File: config.mk
export PLATFORM = sky130hd
export DESIGN_NAME = serial_adder
export DESIGN_NICKNAME = d
export VERILOG_FILES = /design/src/rtl/serial_adder.sv
export SDC_FILE = /design/constraint.sdc
export NUM_CORES = 1
export LEC_CHECK = 0
export CAP_MARGIN = 20
export CORE_MARGIN = 2
export CORE_UTILIZATION = 45
export DETAILED_ROUTE_END_ITERATION = 10
export GPL_ROUTABILITY_DRIVEN = 1
export HOLD_SLACK_MARGIN = 0.08
export PLACE_DENSITY = 0.74
export SLEW_MARGIN = 0
export SYNTH_ARGS = -nofsm -noshare
export SYNTH_HDL_FRONTEND = slang
export SYNTH_SLANG_ARGS = --single-unit
File: constraint.sdc
create_clock -name clk -period 1.34 [get_ports clk]
set_input_delay 0.335 -clock clk [delete_from_list [all_inputs] [get_ports clk]]
set_output_delay 0.335 -clock clk [all_outputs]
set_load 0.005 [all_outputs]
File: src/rtl/serial_adder.sv
// Bit-serial LSB-first ripple adder: one full-adder cell and a carry flop, W+1 cycles per op.
// Optional subtract mode (port sub) is enabled by defining SERIAL_ADDER_SUB_EN.
module serial_adder #(
   parameter int unsigned W = 4
) (
   input  logic         clk,
   input  logic         rst_n,
   input  logic         start,
`ifdef SERIAL_ADDER_SUB_EN
   input  logic         sub,
`endif
   input  logic [W-1:0] a,
   input  logic [W-1:0] b,
   input  logic         c_in,
   output logic         busy,
   output logic         done,
   output logic [W-1:0] sum,
   output logic         c_out,
   output logic         ovf
);

   localparam int unsigned CntW = (W > 1) ? $clog2(W) : 1;

   typedef enum logic [1:0] {StIdle, StShift, StDone} state_e;

   state_e          state_q, state_d;
   logic [W-1:0]    a_sr_q, a_sr_d;
   logic [W-1:0]    b_sr_q, b_sr_d;
   logic [W-1:0]    res_q, res_d;
   logic [CntW-1:0] cnt_q, cnt_d;
   logic            cy_q, cy_d;
   logic [W-1:0]    sum_q, sum_d;
   logic            c_out_q, c_out_d;
   logic            ovf_q, ovf_d;
   logic            load;
   logic            s_bit;
   logic            cy_next;
   logic            sub_in;
   logic            sub_cur;

`ifdef SERIAL_ADDER_SUB_EN
   logic sub_q, sub_d;

   assign sub_in  = sub;
   assign sub_cur = sub_q;
   assign sub_d   = load ? sub : sub_q;

   always_ff @(posedge clk or negedge rst_n) begin
      if (!rst_n) begin
         sub_q <= 1'b0;
      end else begin
         sub_q <= sub_d;
      end
   end
`else
   assign sub_in  = 1'b0;
   assign sub_cur = 1'b0;
`endif

   // Full-adder cell shared by every bit position.
   assign s_bit   = a_sr_q[0] ^ b_sr_q[0] ^ cy_q;
   assign cy_next = (a_sr_q[0] & b_sr_q[0]) | (a_sr_q[0] & cy_q) | (b_sr_q[0] & cy_q);

   always_comb begin
      state_d = state_q;
      a_sr_d  = a_sr_q;
      b_sr_d  = b_sr_q;
      res_d   = res_q;
      cnt_d   = cnt_q;
      cy_d    = cy_q;
      sum_d   = sum_q;
      c_out_d = c_out_q;
      ovf_d   = ovf_q;
      load    = 1'b0;

      case (state_q)
         StIdle: begin
            if (start) begin
               load = 1'b1;
            end
         end
         StShift: begin
            a_sr_d = a_sr_q >> 1;
            b_sr_d = b_sr_q >> 1;
            res_d  = {s_bit, res_q[W-1:1]};
            cy_d   = cy_next;
            cnt_d  = cnt_q + CntW'(1);
            if (cnt_q == CntW'(W - 1)) begin
               state_d = StDone;
               sum_d   = res_d;
               // cy_q is the carry into bit W-1 on this cycle.
               c_out_d = cy_next ^ sub_cur;
               ovf_d   = cy_q ^ cy_next;
            end
         end
         StDone: begin
            if (start) begin
               load = 1'b1;
            end else begin
               state_d = StIdle;
            end
         end
         default: begin
            state_d = StIdle;
         end
      endcase

      if (load) begin
         state_d = StShift;
         a_sr_d  = a;
         b_sr_d  = b ^ {W{sub_in}};
         cy_d    = c_in ^ sub_in;
         cnt_d   = '0;
         res_d   = '0;
      end
   end

   always_ff @(posedge clk or negedge rst_n) begin
      if (!rst_n) begin
         state_q <= StIdle;
         a_sr_q  <= '0;
         b_sr_q  <= '0;
         res_q   <= '0;
         cnt_q   <= '0;
         cy_q    <= 1'b0;
         sum_q   <= '0;
         c_out_q <= 1'b0;
         ovf_q   <= 1'b0;
      end else begin
         state_q <= state_d;
         a_sr_q  <= a_sr_d;
         b_sr_q  <= b_sr_d;
         res_q   <= res_d;
         cnt_q   <= cnt_d;
         cy_q    <= cy_d;
         sum_q   <= sum_d;
         c_out_q <= c_out_d;
         ovf_q   <= ovf_d;
      end
   end

   assign busy  = (state_q == StShift);
   assign done  = (state_q == StDone);
   assign sum   = sum_q;
   assign c_out = c_out_q;
   assign ovf   = ovf_q;

endmodule

==> results.sh <==
export IMPL_status="finished, violations left"
export IMPL_violations="negative setup slack"
export IMPL_max_cap_violations=0
export IMPL_setup_crit_start_kind="flip-flop"
export IMPL_hp_class="in2async"
export IMPL_power_frac_seq=0.374
export IMPL_hold_viol_final=0
export IMPL_clock_tree_buffer_depth=2
export IMPL_power_share_combinational=0.466
export IMPL_finalHoldWorstSlack_ns=0.365
export IMPL_globalplace_congestion=0.744
export IMPL_area_of_the_die_sq_um=2750
export IMPL_finClkSkew_ns=0.00335
export IMPL_routed_wire_length_per_instance_microns=13.8
export IMPL_syn_instance_count=90
export IMPL_routed_wirelength_microns=2060
export IMPL_finalWorstSetupSlack_ns=-0.102
export IMPL_detailedRoute_firstPassIterationCount=2
export IMPL_period_share=1.08
export IMPL_grt_pass1_vias=762
export IMPL_power_share_clock=0.160
export IMPL_synth_cell_area_sq_um=1060
export IMPL_totalPowerFinal_mw=3.17
export IMPL_clkLatencyLatePin_ns=0.31
export IMPL_grt_usage=0.178
export IMPL_layout_drive_gt1_share=0.248
export IMPL_yosys_register_bits=22
export IMPL_num_antenna_cells=0
export IMPL_max_slew_worst_pin_slew_ns=0.282
export IMPL_grt_start_max_net_pins=23
export IMPL_post_cts_clock_slew_at_the_launch_and_capture_registers_of_the_worst_setup_and_hold_paths_ns=0.13
export IMPL_power_density_nw_per_um2=2260
export IMPL_timing_slew_headroom=0.812
export IMPL_fp_dieH_microns=52.4
export IMPL_initial_utilization=0.477
export IMPL_core_area_sq_um=2210
export IMPL_place_port_buffers=19
export IMPL_synth_yosys_seq_area_share=0.521
export IMPL_power_static_leakage_nw=0.631
export IMPL_numClockSinks=22
export IMPL_dp_hpwl_microns=1480
export IMPL_detail_route_vias_per_cell=5.17
export IMPL_report_final_slew_viol_count=0
export IMPL_switchingPower_mw=1.08
export IMPL_end_kind="primary output"
export IMPL_global_route_overflow_total=0
export IMPL_totalNegativeSetupSlack_ns=-0.134
export IMPL_cts_root_buffer_cell="sky130_fd_sc_hd__clkbuf_4"
export IMPL_max_freq_mhz=693
export IMPL_cts_made_buffers=3
export IMPL_power_share_switching=0.340
export IMPL_floorplan_io_pins=20
export IMPL_path_class="reg2out"
export IMPL_grt_first_pass_wirelength_microns=3590
export IMPL_cp_data_arrival_time_ns=1.11
export IMPL_final_net_count=136
export IMPL_crit_fanout=2
export IMPL_clock_tree_from_tritoncts="yes"
export IMPL_yosysWarningCount=0
export IMPL_drtAntennaViolNets=0
export IMPL_num_vias=771
export IMPL_cell_int_power_mw=2.09
export IMPL_fin_crit_period_ns=1.44
export IMPL_syn_area_per_cell_sq_um=11.7
export IMPL_h_tree_depth=1
export IMPL_detailedRoute_firstIterationViolations=5
export IMPL_area_growth_synth_to_final_pct=33.1
export IMPL_num_rows=17
export IMPL_timing_final_setup_violations=6
export IMPL_drc_errors=0
export IMPL_critical_path_required_ns=1.00
export IMPL_vdd_ir_drop_max_uv=1290
export IMPL_postSynthNetCount=104
export IMPL_chipWidth_microns=52.4
export IMPL_synthDistinctLibCells=28
export IMPL_rsz_0062_raised_after_global_routing="true"
export IMPL_initial_antenna_violation_count=0
power groups by stage:
stage | clock, mW | sequential [mW] | combinational (mW)
2_1_floorplan | 0 | 1.16 | 0.866
3_3_place_gp | 0 | 1.18 | 1.34
3_5_place_dp | 0 | 1.20 | 1.38
4_1_cts | 0.516 | 1.18 | 1.45
5_1_grt | 0.540 | 1.23 | 1.64
6_report | 0.507 | 1.19 | 1.48
state kept, by name, summed over array words and instances (netlist names):
register and count:
a_sr_q 4, b_sr_q 4, sum 4, res_q 3, cnt_q 2, state_q 2
c_out 1, cy_q 1, ovf 1
layout make-up:
class | count | area (sq um)
timing repair buffer | 31 | 280
clock buffer | 3 | 22.5
sequential | 22 | 551
inverter | 4 | 17.5
fill | 194 | 807
tap | 28 | 35.0
multi-input combinational | 60 | 469
clock inverter | 1 | 30.0
stage by stage:
stage	utilization	instances	instance area, sq um	worst slack, ns
4_1_cts	0.628	149	1390	-0.125
3_5_place_dp	0.592	141	1310	-0.127
3_3_place_gp	0.592	141	1310	-0.109
2_1_floorplan	-	90	1060	0.0919
6_report	0.635	149	1410	-0.102
5_1_grt	0.635	149	1410	-0.157
final timing paths:
path                       startpoint        end  cells after the start  slack [ns]
max reg2reg                state_q[1]     sum[2]                      4       -0.01
min                             rst_n   res_q[3]                      2        0.36
max in group asynchronous       rst_n  a_sr_q[0]                      2        0.76
min in group clk               sum[1]     sum[1]                      1        0.51
min reg2reg                    sum[1]     sum[1]                      1        0.51
max                        state_q[1]       busy                      4       -0.10
repair_timing:
item	in CTS	in global routing
resized for setup	18	9
pin swaps	1	1
endpoints found under the setup margin	9	18
setup buffers	4	2
hold buffers	0	0
metal layers:
layer / GRT usage / vias to the layer above / part of all wire
met2: 0.283 / 11 / 0.50
li1: - / 378 / -
met3: 0.0571 / 2 / 0.037
met4: 0.0385 / 0 / 0.0039
met1: 0.237 / 380 / 0.46
met5: 0 / - / 0
cell usage after synthesis:
cell type / count / area share
sky130_fd_sc_hd__a211oi_1: 5 / 0.036
sky130_fd_sc_hd__a21oi_1: 6 / 0.028
sky130_fd_sc_hd__a21oi_2: 1 / 0.0083
sky130_fd_sc_hd__a221o_1: 1 / 0.0095
sky130_fd_sc_hd__a22o_1: 1 / 0.0083
sky130_fd_sc_hd__and3_1: 1 / 0.0059
sky130_fd_sc_hd__buf_2: 1 / 0.0047
sky130_fd_sc_hd__buf_4: 2 / 0.014
sky130_fd_sc_hd__buf_6: 1 / 0.011
sky130_fd_sc_hd__dfrtp_1: 22 / 0.52
sky130_fd_sc_hd__fa_1: 1 / 0.019
sky130_fd_sc_hd__ha_1: 1 / 0.012
sky130_fd_sc_hd__inv_1: 2 / 0.0071
sky130_fd_sc_hd__inv_2: 2 / 0.0071
sky130_fd_sc_hd__mux2_2: 5 / 0.053
sky130_fd_sc_hd__mux2i_1: 10 / 0.095
sky130_fd_sc_hd__nand2_1: 5 / 0.018
sky130_fd_sc_hd__nand2b_1: 1 / 0.0059
sky130_fd_sc_hd__nand2b_2: 1 / 0.0083
sky130_fd_sc_hd__nand3_1: 2 / 0.0095
sky130_fd_sc_hd__nand3b_4: 1 / 0.019
sky130_fd_sc_hd__nor2_1: 1 / 0.0036
sky130_fd_sc_hd__nor2b_1: 6 / 0.036
sky130_fd_sc_hd__o21ai_0: 5 / 0.024
sky130_fd_sc_hd__o21ai_1: 3 / 0.014
sky130_fd_sc_hd__o22ai_1: 1 / 0.0059
sky130_fd_sc_hd__xnor2_1: 1 / 0.0083
sky130_fd_sc_hd__xor2_1: 1 / 0.0083
worst max-delay path, cell delays in order (launching register included):
cell and delay [ns]:
sky130_fd_sc_hd__dfrtp_1 0.41, sky130_fd_sc_hd__buf_6 0.12, sky130_fd_sc_hd__nand2b_4 0.13, sky130_fd_sc_hd__inv_2 0.05, sky130_fd_sc_hd__buf_2 0.10
logic make-up (layout without fill, tap and decap cells):
family                     count (synthesis)  after routing  synth area share
and+or+nand+nor                           18             18             0.105
DFF                                       22             22             0.521
adders and majority gates                  2              2            0.0308
muxes                                     15             15             0.148
AOI/OAI and AO/OA                         23             23             0.134
buffers and inverters                      8             39            0.0438
xor gates and xnor gates                   2              2            0.0166
cell usage in the layout (no fill, tap or decap), types with 2 or more instances in the layout:
master,count
sky130_fd_sc_hd__buf_4,9
sky130_fd_sc_hd__mux2i_1,10
sky130_fd_sc_hd__nand3_1,2
sky130_fd_sc_hd__buf_6,3
sky130_fd_sc_hd__clkdlybuf4s50_1,11
sky130_fd_sc_hd__inv_1,2
sky130_fd_sc_hd__o21ai_0,5
sky130_fd_sc_hd__clkbuf_4,3
sky130_fd_sc_hd__dfrtp_1,22
sky130_fd_sc_hd__a211oi_1,5
sky130_fd_sc_hd__buf_2,2
sky130_fd_sc_hd__a21oi_1,6
sky130_fd_sc_hd__nand2_1,5
sky130_fd_sc_hd__mux2_2,5
sky130_fd_sc_hd__clkdlybuf4s15_1,5
sky130_fd_sc_hd__nor2b_1,5
sky130_fd_sc_hd__o21ai_1,3
Note: power is estimated with default switching activity, not from simulation.
==> patch (config.mk and constraints unchanged) <==
Change the parameter `W` from 4 to 16.
--- a/src/rtl/serial_adder.sv
+++ b/src/rtl/serial_adder.sv
@@ -2,5 +2,5 @@
 // Optional subtract mode (port sub) is enabled by defining SERIAL_ADDER_SUB_EN.
 module serial_adder #(
-   parameter int unsigned W = 4
+   parameter int unsigned W = 16
 ) (
    input  logic         clk,
Interface: changed (resized a, b and sum); port bits go from 20 to 56. The function was not compared with the original's and may differ.
==> patch against the unedited design <==
The run still ends with setup timing left. Sequential power grew to 3.2 times the old value. Total power grew to 3.0 times the old value. Worst setup slack worse by 0.0037 ns. Design area grew to 3.0 times the old value. Wire length grew to 3.0 times the old value. Sequential cell count is 50 higher. Register-to-register slack worse by 0.096 ns. Synthesized area grew to 2.8 times the old value. Critical path type is now register to register.
==> patch: results (changes against the unedited design) <==
Setup Skew -> 0.00653 ns (was 0.00335 ns)
DRT Pass-1 Iters -> 4 (was 2)
Later-pin clock latency in the skew report -> 0.34 ns (was 0.31 ns)
Reg clk slew, reported paths -> 0.07 ns (was 0.13 ns)
Share of cells above drive strength 1 -> 24.8% (about the same)
Starting DRC count in detailed routing -> 98 (was 5)
Reg-to-reg endpoint -> sum[9]$_DFFE_PN0P_ (was sum[2]$_DFFE_PN0P_)
CP Max Fanout -> 13 (was 2)
Drt wl/cell -> 14.3 um (was 13.8 um)
All-Layer GR Usage -> 18.0% (was 17.8%)
Status -> finished, violations left (unchanged)
Buffers on Ports -> 55 (was 19)
Setup WS post-layout -> -0.106 ns (was -0.102 ns)
Root Driver -> clkbuf_8 (was clkbuf_4)
Reg2Reg Launch Point -> cnt_q[1]$_DFFE_PN0P_ (was state_q[1]$_DFFE_PN0P_)
Failing checks -> setup timing (unchanged)
Worst VDD drop -> 1.23 mV (was 1.29 mV)
Register area share after synthesis -> 60.4% (was 52.1%)
Leakage -> 0.00199 uW (was 0.000631 uW)
# setup viols final -> 18 (was 6)
Routability cong. -> 0.767 (was 0.744)
Largest net degree at the start of global routing -> 73 (was 23)
Via count -> 2,290 (was 771)
Synth area leaders -> dfrtp_1 (60%), nand2_1 (7.3%), a22o_1 (5.3%) (was dfrtp_1 (52%), mux2i_1 (9.5%), mux2_2 (5.3%))
Synth top cells by count -> dfrtp_1 (72), nand2_1 (58), a31oi_1 (25), nor2_1 (25), a22o_1 (18) (was dfrtp_1 (22), mux2i_1 (10), a21oi_1 (6), nor2b_1 (6))
Slew HR -> 74.9% (was 81.2%)
Num CTS Buffers -> 9 (was 3)
Hold Crit Class -> register to register (was primary input to async pin)
WP data arrival -> 1.67 ns (was 1.11 ns)
Post-synth cell types -> 25 (was 28)
R2r worst-path depth -> 5 (was 4)
Fin nets -> 393 (was 136)
patch: changes by cell type in the layout (fill, tap and decap cells not counted), sizes merged, moves of 9 or more:
cell	change
mux2	+13
a31oi	+25
clkdlybuf4s50	+23
nor2	+25
dlygate4sd2	+9
buf	+29
a22o	+17
dfrtp	+50
nand2	+53
patch: repair_timing:
item,4_1_cts,5_1_grt
cloned,0,0
endpoints found under the hold margin,72,0
hold buffers,1,0
pin swaps,1,3
gates resized for setup,40,18
endpoints found under the setup margin,57,78
setup buffers,12,10
patch: power by group through the flow:
stage               logic (uW)  registers, uW  clock network [uW]
floorplan                 2080           3670                   0
global placement          3200           3760                   0
detailed placement        3310           3790                   0
CTS                       3570           3750                1900
global route              4230           3880                2020
finish                    3810           3760                1880
patch: how the worst max path moves through the flow:
stage | cells past startpoint | to | start
2_1_floorplan | 6 | sum[10]$_DFFE_PN0P_ | cnt_q[0]$_DFFE_PN0P_
3_3_place_gp | 4 | res_q[2]$_DFFE_PN0P_ | start
3_5_place_dp | 4 | cnt_q[1]$_DFFE_PN0P_ | start
4_1_cts | 5 | cnt_q[2]$_DFFE_PN0P_ | state_q[0]$_DFFE_PN0P_
5_1_grt | 5 | sum[3]$_DFFE_PN0P_ | cnt_q[1]$_DFFE_PN0P_
6_report | 5 | sum[9]$_DFFE_PN0P_ | cnt_q[1]$_DFFE_PN0P_
patch: kinds of logic after synthesis:
group / count (synthesis) / share of synthesized area, %
compound gates: 53 / 12.7
simple gates: 98 / 13.4
buf+inv: 21 / 3.73
xor+xnor: 1 / 0.293
flops: 72 / 60.4
fa+ha+maj: 2 / 1.09
mux: 20 / 8.47
patch: cell type report:
cell class	instances	area (um2)	share of cell area, %
clock buffer	10	138	3.27
timing repair buffer	97	930	22.1
inverter	1	6.26	0.149
tap	77	96.3	2.29
multi-input combinational	174	1160	27.5
clock inverter	5	81.3	1.93
sequential	72	1800	42.8
patch: metrics by stage:
step	utilization (%)	cell area, um2	setup WS, ns
after CTS	64.2	4100	-0.179
after global routing	65.9	4210	-0.156
after detailed placement	58.4	3730	-0.440
after floorplan	-	3000	-0.187
final	65.9	4210	-0.106
after global placement	58.4	3730	-0.416
patch: worst reg2reg max path, cell delays in order (launching register included):
cell,delay (ns)
dfrtp_1,0.37
ha_2,0.18
and3_4,0.17
and2_4,0.15
buf_12,0.15
mux2_4,0.31
patch: layer usage:
layer	share of wire (%)	GRT usage [%]
met3	4.5	3.70
met1	45	25.4
met2	49	26.8
met5	0	0
met4	1.7	8.08
